**src/rtl/reset_sequencer_ctrl.sv**
```systemverilog
// reset_sequencer_ctrl: waits for PLL lock, holds, then releases domain resets in index order.
// Define RESET_SEQ_LOSS_CNT_EN to add the saturating lock_loss_count output.
module reset_sequencer_ctrl #(
  parameter int N_DOMAINS   = 4,
  parameter int HOLD_CYCLES = 256,
  parameter int GAP_CYCLES  = 16,
  parameter int LOCK_SYNC   = 2
) (
  input  logic                 clock,
  input  logic                 reset_n,
  input  logic                 pll_locked,
  input  logic                 sw_reset_req,
  output logic [N_DOMAINS-1:0] domain_reset,
  output logic                 all_released,
`ifdef RESET_SEQ_LOSS_CNT_EN
  output logic [7:0]           lock_loss_count,
  output logic [1:0]           seq_state
`else
  output logic [1:0]           seq_state
`endif
);
  localparam int MAXC = HOLD_CYCLES > GAP_CYCLES ? HOLD_CYCLES : GAP_CYCLES;
  localparam int CW = $clog2(MAXC + 1);
  localparam logic [1:0] WAIT_LOCK = 2'd0;
  localparam logic [1:0] HOLD      = 2'd1;
  localparam logic [1:0] RELEASE   = 2'd2;
  localparam logic [1:0] RUN       = 2'd3;
  logic [LOCK_SYNC-1:0] sync_q, sync_d;
  logic [1:0] state_q, state_d;
  logic [CW-1:0] cnt_q, cnt_d, cnt_end;
  logic [2:0] idx_q, idx_d;
  logic [N_DOMAINS-1:0] domain_reset_q, domain_reset_d, rel_mask;
  logic all_released_q, all_released_d;
  logic lock_s, last;
  assign sync_d   = {sync_q[LOCK_SYNC-2:0], pll_locked};
  assign lock_s   = sync_q[LOCK_SYNC-1];
  assign rel_mask = N_DOMAINS'(1) << idx_q;
  assign last     = idx_q == 3'(N_DOMAINS - 1);
  assign cnt_end  = state_q == HOLD ? CW'(HOLD_CYCLES - 1) : CW'(GAP_CYCLES - 1);
  // HOLD releases index 0, so HOLD and RELEASE share the same release step.
  always_comb begin
    state_d        = state_q;
    cnt_d          = cnt_q;
    idx_d          = idx_q;
    domain_reset_d = domain_reset_q;
    all_released_d = all_released_q;
    if (state_q == WAIT_LOCK || !lock_s || sw_reset_req) begin
      state_d        = state_q == WAIT_LOCK ? (lock_s ? HOLD : WAIT_LOCK) : (!lock_s ? WAIT_LOCK : HOLD);
      cnt_d          = '0;
      idx_d          = '0;
      domain_reset_d = '1;
      all_released_d = 1'b0;
    end else if (state_q != RUN) begin
      if (cnt_q == cnt_end) begin
        cnt_d          = '0;
        idx_d          = idx_q + 3'd1;
        domain_reset_d = domain_reset_q & ~rel_mask;
        state_d        = last ? RUN : RELEASE;
        all_released_d = last;
      end else begin
        cnt_d = cnt_q + CW'(1);
      end
    end
  end
  always_ff @(posedge clock) begin
    if (!reset_n) begin
      sync_q         <= '0;
      state_q        <= WAIT_LOCK;
      cnt_q          <= '0;
      idx_q          <= '0;
      domain_reset_q <= '1;
      all_released_q <= 1'b0;
    end else begin
      sync_q         <= sync_d;
      state_q        <= state_d;
      cnt_q          <= cnt_d;
      idx_q          <= idx_d;
      domain_reset_q <= domain_reset_d;
      all_released_q <= all_released_d;
    end
  end
  assign domain_reset = domain_reset_q;
  assign all_released = all_released_q;
  assign seq_state    = state_q;
`ifdef RESET_SEQ_LOSS_CNT_EN
  logic [7:0] loss_cnt_q, loss_cnt_d;
  assign loss_cnt_d = (state_q != WAIT_LOCK && !lock_s && loss_cnt_q != 8'hff) ? loss_cnt_q + 8'd1 : loss_cnt_q;
  always_ff @(posedge clock) begin
    if (!reset_n) loss_cnt_q <= '0;
    else loss_cnt_q <= loss_cnt_d;
  end
  assign lock_loss_count = loss_cnt_q;
`endif
endmodule

```
**config.mk**
```make
export PLATFORM = sky130hd
export DESIGN_NAME = reset_sequencer_ctrl
export DESIGN_NICKNAME = d
export VERILOG_FILES = /design/src/rtl/reset_sequencer_ctrl.sv
export SDC_FILE = /design/constraint.sdc
export NUM_CORES = 1
export LEC_CHECK = 0
export CAP_MARGIN = 20
export CORE_ASPECT_RATIO = 0.9
export CORE_MARGIN = 3
export CORE_UTILIZATION = 56
export DETAILED_ROUTE_END_ITERATION = 7
export PLACE_DENSITY = 0.92
export SYNTH_ARGS = -nofsm -noshare
export SYNTH_HDL_FRONTEND = slang
export SYNTH_SLANG_ARGS = --single-unit
```
**constraint.sdc**
```tcl
create_clock -name clock -period 2.8 [get_ports clock]
set_input_delay 0.42 -clock clock [delete_from_list [all_inputs] [get_ports clock]]
set_output_delay 0.42 -clock clock [all_outputs]
set_load 0.02 [all_outputs]
```
==> flow_summary.ini, run 1 <==
[synthesis]
synth.ff_latch_count = 21
syn_area_per_cell_um2 = 9.26
yosysSeqAreaShare_pct = 46.3
synth_edf_count = 0
synth_largest_area_cell = dfxtp_1
synth_top_family_by_area = simple AND/OR/NAND/NOR gates
synthCells = 98
yosys.area_share.simple_pct = 23.7
synth_mux_area_share_pct = 1.10
syn-num-nets = 108
synthesis.area_um2 = 907
synthArstFlopShare_pct = 0
yosys-top-cells-area = dfxtp_1 46%, ha_1 8.3%, nor2_1 7.0%
yosys_warnings = 0
synthXorXnorAreaFrac_pct = 8.69
synth_top_area_share_pct = 46.3
synth.distinct_cells = 27
synth_compound_area_share_pct = 8.41
synth_fa_ha_area_share_pct = 8.28
ys.flop_type = dfxtp_1

[placed_design]
dp_hpwl_mm = 1.19
gp_congestion = 0.809
port_buffers = 10
place_ws_ps = 950

[floorplanning]
std_cell_rows = 13
dieHeight_um = 44.2
die_w_um = 48.4
io_pins = 11
start_util_pct = 61.3
core_um2 = 1480
die_area_um2 = 2140

[routing]
routed_wl_mm = 1.63
wire_per_inst_um = 12.3
first_pass_iters = 4
dr_total_vias = 712
drc_errors = 0
routed_via_density = 5.39
postRouteAntennaNets = 0
drtIter0Drc = 13

[clock_network]
cts_setup_buffers = 0
clockBufferDepth = 2
htree_levels = 1
clock_sink_count = 21
cts_resized = 0
cts_buffers = 3
worstSkewPairLatency_ps = 310
cts_root_buf = clkbuf_4
cts_tree = done
holdBufCountCts = 0
path_clk_slew_ps = 110

[critical_path]
critical-path-slowest-cell = a21oi_2
cp.required_ps = 3000
start_kind = flop
cp.arrival_ps = 2080
path_cells = nand2b_1 > or3_1 > a21oi_2 > or2_1 > nor2_1
crit_family = simple AND/OR/NAND/NOR gates
r2r_cells = 5
crit_fanout = 11
rr_startpoint = seq_state[1]
endpoint_kind = flop
cpPeakStageDelay_ps = 440
crit_path_start = seq_state[1]
path_buf_inv = 0
crit_cells = 5
critPathKind = flop to flop

[layout]
drive_gt1_share_pct = 6.36
diodes = 0
area_growth_pct = 15.6
final_nets = 121

[pwr]
power.leakage_nw = 0.352
vdd_drop_max_v = 0.000382
p_per_area_nw_per_um2 = 431

[sta]
max_slew_margin_pct = 65.8
rsz0062_at_grt = no
hold_viol_final = 0
worst_pin_slew_ps = 513
post-route-min-period_ps = 1880
setup-tns-final_ps = 0
finalClockSkew_ps = 6.33
slew_viol_final = 0
setup_slack_ps = 919
setup-violations-final = 0
period_share_pct = 67.2
max_freq_mhz = 532

[run]
cap_violations = 0

[hold_path]
worstHoldPathCells = 1
worstHoldStart = sync_q[0]
hold_class = flop to flop

[global_routing]
grt_pass1_wl_mm = 2.99
grt_antenna_before_repair = 0
grt_overflow = 0
grt_use_total_pct = 18.4
grt_pass1_vias = 724
grt_max_degree = 13

[outcome]
status = finished, final reports clean
[cell usage in the layout, fill, tap and decap left out]
| cell | count |
|---|---|
| a41oi_1 | 1 |
| a21o_1 | 4 |
| or2_1 | 1 |
| clkbuf_1 | 1 |
| buf_4 | 1 |
| mux2i_1 | 1 |
| nand2_2 | 1 |
| nor2_1 | 17 |
| dfxtp_1 | 21 |
| clkbuf_4 | 3 |
| nor3_1 | 1 |
| nand3_1 | 6 |
| xor2_1 | 4 |
| nand2_1 | 7 |
| and4_1 | 1 |
| xnor2_1 | 5 |
| inv_1 | 3 |
| a31oi_1 | 1 |
| or3_1 | 1 |
| a21oi_1 | 2 |
| clkdlybuf4s50_1 | 10 |
| nand2b_1 | 3 |
| a211oi_2 | 1 |
| a21oi_2 | 1 |
| and2_1 | 2 |
| and3_1 | 2 |
| ha_1 | 6 |
| nand4_1 | 3 |
[kinds of logic (layout without fill, tap and decap cells)]
logic type / count (synthesis) / in the layout
adders and majority gates: 6 / 6
muxes: 1 / 1
xor gates and xnor gates: 9 / 9
AOI/OAI and AO/OA: 10 / 10
buffers and inverters: 6 / 18
and+or+nand+nor: 45 / 45
DFF: 21 / 21
[metal layers]
layer	global-route usage, %	vias to the layer above	wire, um
li1	-	352	-
met1	22.0	323	757
met2	26.6	26	693
met3	7.74	11	109
met4	14.2	0	63
met5	0	-	0
[Yosys cell counts (2+ instances only)]
cell type	count
nand3_1	6
a21oi_1	2
a21o_1	4
nand2_1	7
nand2b_1	3
xor2_1	4
and3_1	2
xnor2_1	5
nand4_1	3
nor2_1	17
ha_1	6
dfxtp_1	21
and2_1	2
inv_1	3
[area by class of cell]
cell class | instances | area [um^2]
fillers | 106 | 432
inverters | 3 | 11.3
repair buffers | 11 | 108
well taps | 22 | 27.5
multi-input cells | 71 | 455
flip-flops and latches | 21 | 420
clock buffers | 4 | 26.3
[power by group]
part            total [W]  switching [W]  internal [W]
clock network    0.000142      0.0000862     0.0000557
logic          0.00000882     0.00000315    0.00000567
registers        0.000301     0.00000109      0.000300
[worst paths after layout]
check,endpoint,slack [ps]
setup reg to reg,cnt_q[4],920
hold / removal,sync_q[1],460
hold reg to reg,sync_q[1],460
setup / recovery,cnt_q[4],920
[stage by stage]
| step | area, um^2 | utilization, % | std cells | hold slack (ps) | total power, W |
|---|---|---|---|---|---|
| finish | 1050 | 70.8 | 132 | 456 | 0.000452 |
| detailed placement | 1020 | 69.1 | 128 | 428 | 0.000317 |
| floorplan | 907 | - | 98 | 412 | 0.000311 |
| global route | 1050 | 70.8 | 132 | 483 | 0.000474 |
| global placement | 1020 | 69.1 | 128 | 424 | 0.000317 |
| CTS | 1050 | 70.8 | 132 | 457 | 0.000459 |
[sequential cells by signal (all words and copies together) (netlist names)]
name / cells
all_released: 1
cnt_q: 9
domain_reset: 4
idx_q: 3
seq_state: 2
sync_q: 2
(Power assumes the default switching activity.)
==> inputs of run 2 (changes only) <==
--- a/config.mk
+++ b/config.mk
@@ -8,9 +8,9 @@
 export CAP_MARGIN = 20
 export CORE_ASPECT_RATIO = 0.9
 export CORE_MARGIN = 3
-export CORE_UTILIZATION = 56
+export CORE_UTILIZATION = 47
 export DETAILED_ROUTE_END_ITERATION = 7
-export PLACE_DENSITY = 0.92
+export PLACE_DENSITY = 0.84
 export SYNTH_ARGS = -nofsm -noshare
 export SYNTH_HDL_FRONTEND = slang
 export SYNTH_SLANG_ARGS = --single-unit
==> constraint.sdc (replaced) <==
create_clock -name clock -period 1.6 [get_ports clock]
set_input_delay 0.24 -clock clock [delete_from_list [all_inputs] [get_ports clock]]
set_output_delay 0.24 -clock clock [all_outputs]
set_load 0.02 [all_outputs]
==> flow_summary.ini, run 2 (same netlist as run 1, synthesis figures left out) <==
[clock_network]
cts_root_buf = clkbuf_4
cts_buffers = 3
cts_tree = done
holdBufCountCts = 0
clockBufferDepth = 2
cts_setup_buffers = 0
htree_levels = 1
clock_sink_count = 21
path_clk_slew_ps = 120
worstSkewPairLatency_ps = 310

[routing]
routed_wl_mm = 1.72
drc_errors = 0
drtIter0Drc = 19
wire_per_inst_um = 11.9
dr_total_vias = 731
routed_via_density = 5.04
first_pass_iters = 4
postRouteAntennaNets = 0

[critical_path]
critPathKind = flop to flop
crit_fanout = 5
cp.arrival_ps = 1740
start_kind = flop
cp.required_ps = 1790
r2r_cells = 6
endpoint_kind = flop

[run]
cap_violations = 0

[sta]
post-route-min-period_ps = 1550
max_slew_margin_pct = 82.3
slew_viol_final = 0
worst_pin_slew_ps = 266
finalClockSkew_ps = 14.0
hold_viol_final = 0
period_share_pct = 96.7
max_freq_mhz = 646
setup_slack_ps = 52.8
setup-violations-final = 0

[floorplanning]
die_area_um2 = 2490
die_w_um = 52.3
dieHeight_um = 47.7
io_pins = 11
core_um2 = 1750
start_util_pct = 51.8
std_cell_rows = 14

[global_routing]
grt_pass1_wl_mm = 2.77
grt_overflow = 0
grt_use_total_pct = 15.1
grt_antenna_before_repair = 0
grt_pass1_vias = 621
grt_max_degree = 13

[placed_design]
port_buffers = 10
place_ws_ps = 17.9
gp_congestion = 0.764
dp_hpwl_mm = 1.28
place_inst = 140

[layout]
layout_commonest_cell = dfxtp_1
final_nets = 132
regMostFlops = cnt_q
area_growth_pct = 26.9
diodes = 0
drive_gt1_share_pct = 18.2
largest_register_ff_count = 9
final_cell_mix = 19 x dfxtp_1, 17 x nor2_1, 10 x buf_4, 7 x nand2_1, 7 x clkdlybuf4s50_1
fin_cells = 145
fillCellCount = 148

[pwr]
total_power_w = 0.000798
vdd_drop_max_v = 0.000643
power.leakage_nw = 0.426
p_per_area_nw_per_um2 = 693

[outcome]
status = finished, final reports clean

[hold_path]
hold_class = flop to flop
worstHoldPathCells = 2
[run 2: final timing paths]
kind           startpoint            to  slack [ps]
max          seq_state[1]  seq_state[0]          50
min             sync_q[1]  seq_state[0]         440
max reg2reg  seq_state[1]  seq_state[0]          50
min reg2reg     sync_q[1]  seq_state[0]         440
[run 2: routing by layer]
layer	vias up	track usage, %	share of wire, %
met5	-	0	0
met4	0	4.59	1.1
met3	2	4.98	4.1
met2	11	25.5	49
met1	344	18.5	46
li1	374	-	-
[run 2: stage by stage]
step / hold slack (ps) / setup TNS, ps / instance area [um^2] / utilization, %
final: 441 / 0 / 1150 / 65.7
after global routing: 463 / -2.21 / 1150 / 65.7
after CTS: 446 / 0 / 1130 / 64.4
after detailed placement: 428 / 0 / 1100 / 62.9
after global placement: 422 / 0 / 1100 / 62.9
after floorplan: 355 / 0 / 910 / -
[run 2: what timing repair did]
item                       in CTS  in global routing
gates resized for setup         2                  4
pin swaps                       0                  1
cloned                          0                  1
setup endpoints to repair       2                  9
[run 2: area by class of cell]
class | count | area, um^2 | share of cell area (%)
clock inverter | 1 | 5.00 | 0.435
tap | 24 | 30.0 | 2.61
inverter | 3 | 11.3 | 0.978
sequential | 21 | 423 | 36.7
timing repair buffer | 22 | 191 | 16.6
multi-input combinational | 71 | 468 | 40.7
clock buffer | 3 | 22.5 | 1.96
[run 2: where the power goes]
part,internal (W),total [W],switching [W]
clock network,0.0000933,0.000253,0.000160
logic,0.0000103,0.0000170,0.00000678
registers,0.000526,0.000527,0.00000129
total,0.000629,0.000798,0.000168
[run 2: worst max-delay path: stages (launching register included)]
cell and delay (ps):
dfxtp_2 340, nand2b_1 150, or3_4 390, a21oi_4 160
buf_2 180, nand2b_1 130, a31oi_1 80
==> inputs of run 3 (changes only) <==
--- a/config.mk
+++ b/config.mk
@@ -5,12 +5,11 @@
 export SDC_FILE = /design/constraint.sdc
 export NUM_CORES = 1
 export LEC_CHECK = 0
-export CAP_MARGIN = 20
 export CORE_ASPECT_RATIO = 0.9
 export CORE_MARGIN = 3
-export CORE_UTILIZATION = 47
+export CORE_UTILIZATION = 35
 export DETAILED_ROUTE_END_ITERATION = 7
-export PLACE_DENSITY = 0.84
+export PLACE_DENSITY = 0.68
 export SYNTH_ARGS = -nofsm -noshare
 export SYNTH_HDL_FRONTEND = slang
 export SYNTH_SLANG_ARGS = --single-unit
==> flow_summary.ini, run 3 (same netlist as run 1, synthesis figures left out) <==
[outcome]
status = finished, final reports clean

[routing]
first_pass_iters = 4
dr_total_vias = 719
routed_wl_mm = 1.64
postRouteAntennaNets = 0
drc_errors = 0
wire_per_inst_um = 11.1
drtIter0Drc = 17
routed_via_density = 4.86

[global_routing]
grt_pass1_wl_mm = 2.82
grt_overflow = 0
grt_pass1_vias = 695
grt_use_total_pct = 11.4
grt_max_degree = 13
grt_antenna_before_repair = 0

[critical_path]
endpoint_kind = flop
crit_path_start = seq_state[1]
critPathKind = flop to flop
crit_fanout = 5
cp.required_ps = 1810
rr_startpoint = seq_state[1]
cp.arrival_ps = 1740
start_kind = flop

[layout]
drive_gt1_share_pct = 19.8
final_cell_mix = 19 x dfxtp_1, 17 x nor2_1, 11 x buf_4, 8 x clkdlybuf4s50_1
register_area_um2 = 423
final_util_pct = 50.1
fin_area_um2 = 1160
largest_register_ff_count = 9
regMostFlops = cnt_q
final_nets = 132
diodes = 0
multi_input_area_um2 = 475
fillCellCount = 212
layout_commonest_cell = dfxtp_1
area_growth_pct = 28.1

[floorplanning]
std_cell_rows = 16
io_pins = 11
start_util_pct = 39.1
die_w_um = 59.7
dieHeight_um = 54.3
core_um2 = 2320
die_area_um2 = 3240

[sta]
post-route-min-period_ps = 1530
hold_viol_final = 0
slew_viol_final = 0
worst_pin_slew_ps = 234
period_share_pct = 95.7
setup-violations-final = 0
max_freq_mhz = 653
finalClockSkew_ps = 9.02
holdWs_ps = 438
max_slew_margin_pct = 84.3

[pwr]
total_power_w = 0.000793
p_int_w = 0.000630
p_seq_share_pct = 66.4
p_clk_share_pct = 31.3
p_comb_share_pct = 2.2
power.leakage_nw = 0.429
switching_share_pct = 20.6
vdd_drop_max_v = 0.000566
p_sw_w = 0.000163
p_per_area_nw_per_um2 = 682

[hold_path]
worstHoldStart = sync_q[1]
hold_class = flop to flop

[run]
cap_violations = 0

[clock_network]
clock_sink_count = 21
holdBufCountCts = 0
cts_buffers = 3
path_clk_slew_ps = 120
clockBufferDepth = 2
cts_root_buf = clkbuf_4
worstSkewPairLatency_ps = 300
cts_tree = done
htree_levels = 1

[placed_design]
gp_congestion = 0.744
port_buffers = 10
dp_hpwl_mm = 1.21
placed_cell_area_um2 = 1090
## run 3: cell count changes in the layout (fill, tap and decap cells not counted)
cell / previous run / this run
buf_2: 1 / 0
nor3_1: 1 / 0
clkdlybuf4s50_1: 7 / 8
nand2_2: 1 / 2
nand2_1: 7 / 6
buf_4: 10 / 11
nor3_2: 0 / 1
dlymetal6s2s_1: 1 / 0
## run 3: worst max-delay path, cell delays in order (launching register included)
cell and delay (ps):
dfxtp_2 340, nand2b_1 150, or3_4 390, a21oi_4 160
buf_6 140, nand3_1 90, a21o_1 180
## run 3: path summary, 6_finish.rpt
kind,cells past startpoint,slack (ps),to
setup / recovery,6,70,domain_reset[0]
hold / removal,2,440,seq_state[0]
setup reg to reg,6,70,domain_reset[0]
hold reg to reg,2,440,seq_state[0]
## run 3: final cells by class
| class | count | area share, % |
|---|---|---|
| clock buffer | 3 | 1.94 |
| clock inverter | 1 | 0.431 |
| inverter | 3 | 0.969 |
| multi-input combinational | 71 | 40.9 |
| sequential | 21 | 36.4 |
| tap | 27 | 2.91 |
| timing repair buffer | 22 | 16.5 |
## run 3: routing by layer
| metal | up-vias | GRT usage [%] | part of all wire (%) |
|---|---|---|---|
| met5 | - | 0 | 0 |
| met4 | 0 | 1.11 | 0 |
| met3 | 0 | 5.42 | 5.0 |
| met2 | 10 | 21.2 | 49 |
| met1 | 333 | 12.1 | 45 |
| li1 | 376 | - | - |
## run 3: power groups by stage
stage,logic [W],registers (W),clock network [W]
6_report,0.0000176,0.000527,0.000249
5_1_grt,0.0000195,0.000528,0.000286
4_1_cts,0.0000164,0.000527,0.000267
3_5_place_dp,0.0000169,0.000539,0
3_3_place_gp,0.0000165,0.000539,0
2_1_floorplan,0.00000431,0.000540,0
## run 3: timing repair
item | 4_1_cts | 5_1_grt
setup endpoints to repair | 4 | 13
pin swaps | 0 | 3
buffers inserted | 0 | 2
gates cloned | 0 | 1
gates resized for setup | 3 | 5
## run 3: per-stage QoR
| stage | TNS (ps) | setup WS, ps | cells |
|---|---|---|---|
| after floorplan | 0 | 51.9 | 98 |
| after global placement | 0 | 60.8 | 141 |
| after detailed placement | 0 | 12.0 | 141 |
| after CTS | 0 | 2.22 | 145 |
| after global routing | -87.1 | -15.4 | 148 |
| final | 0 | 68.0 | 148 |
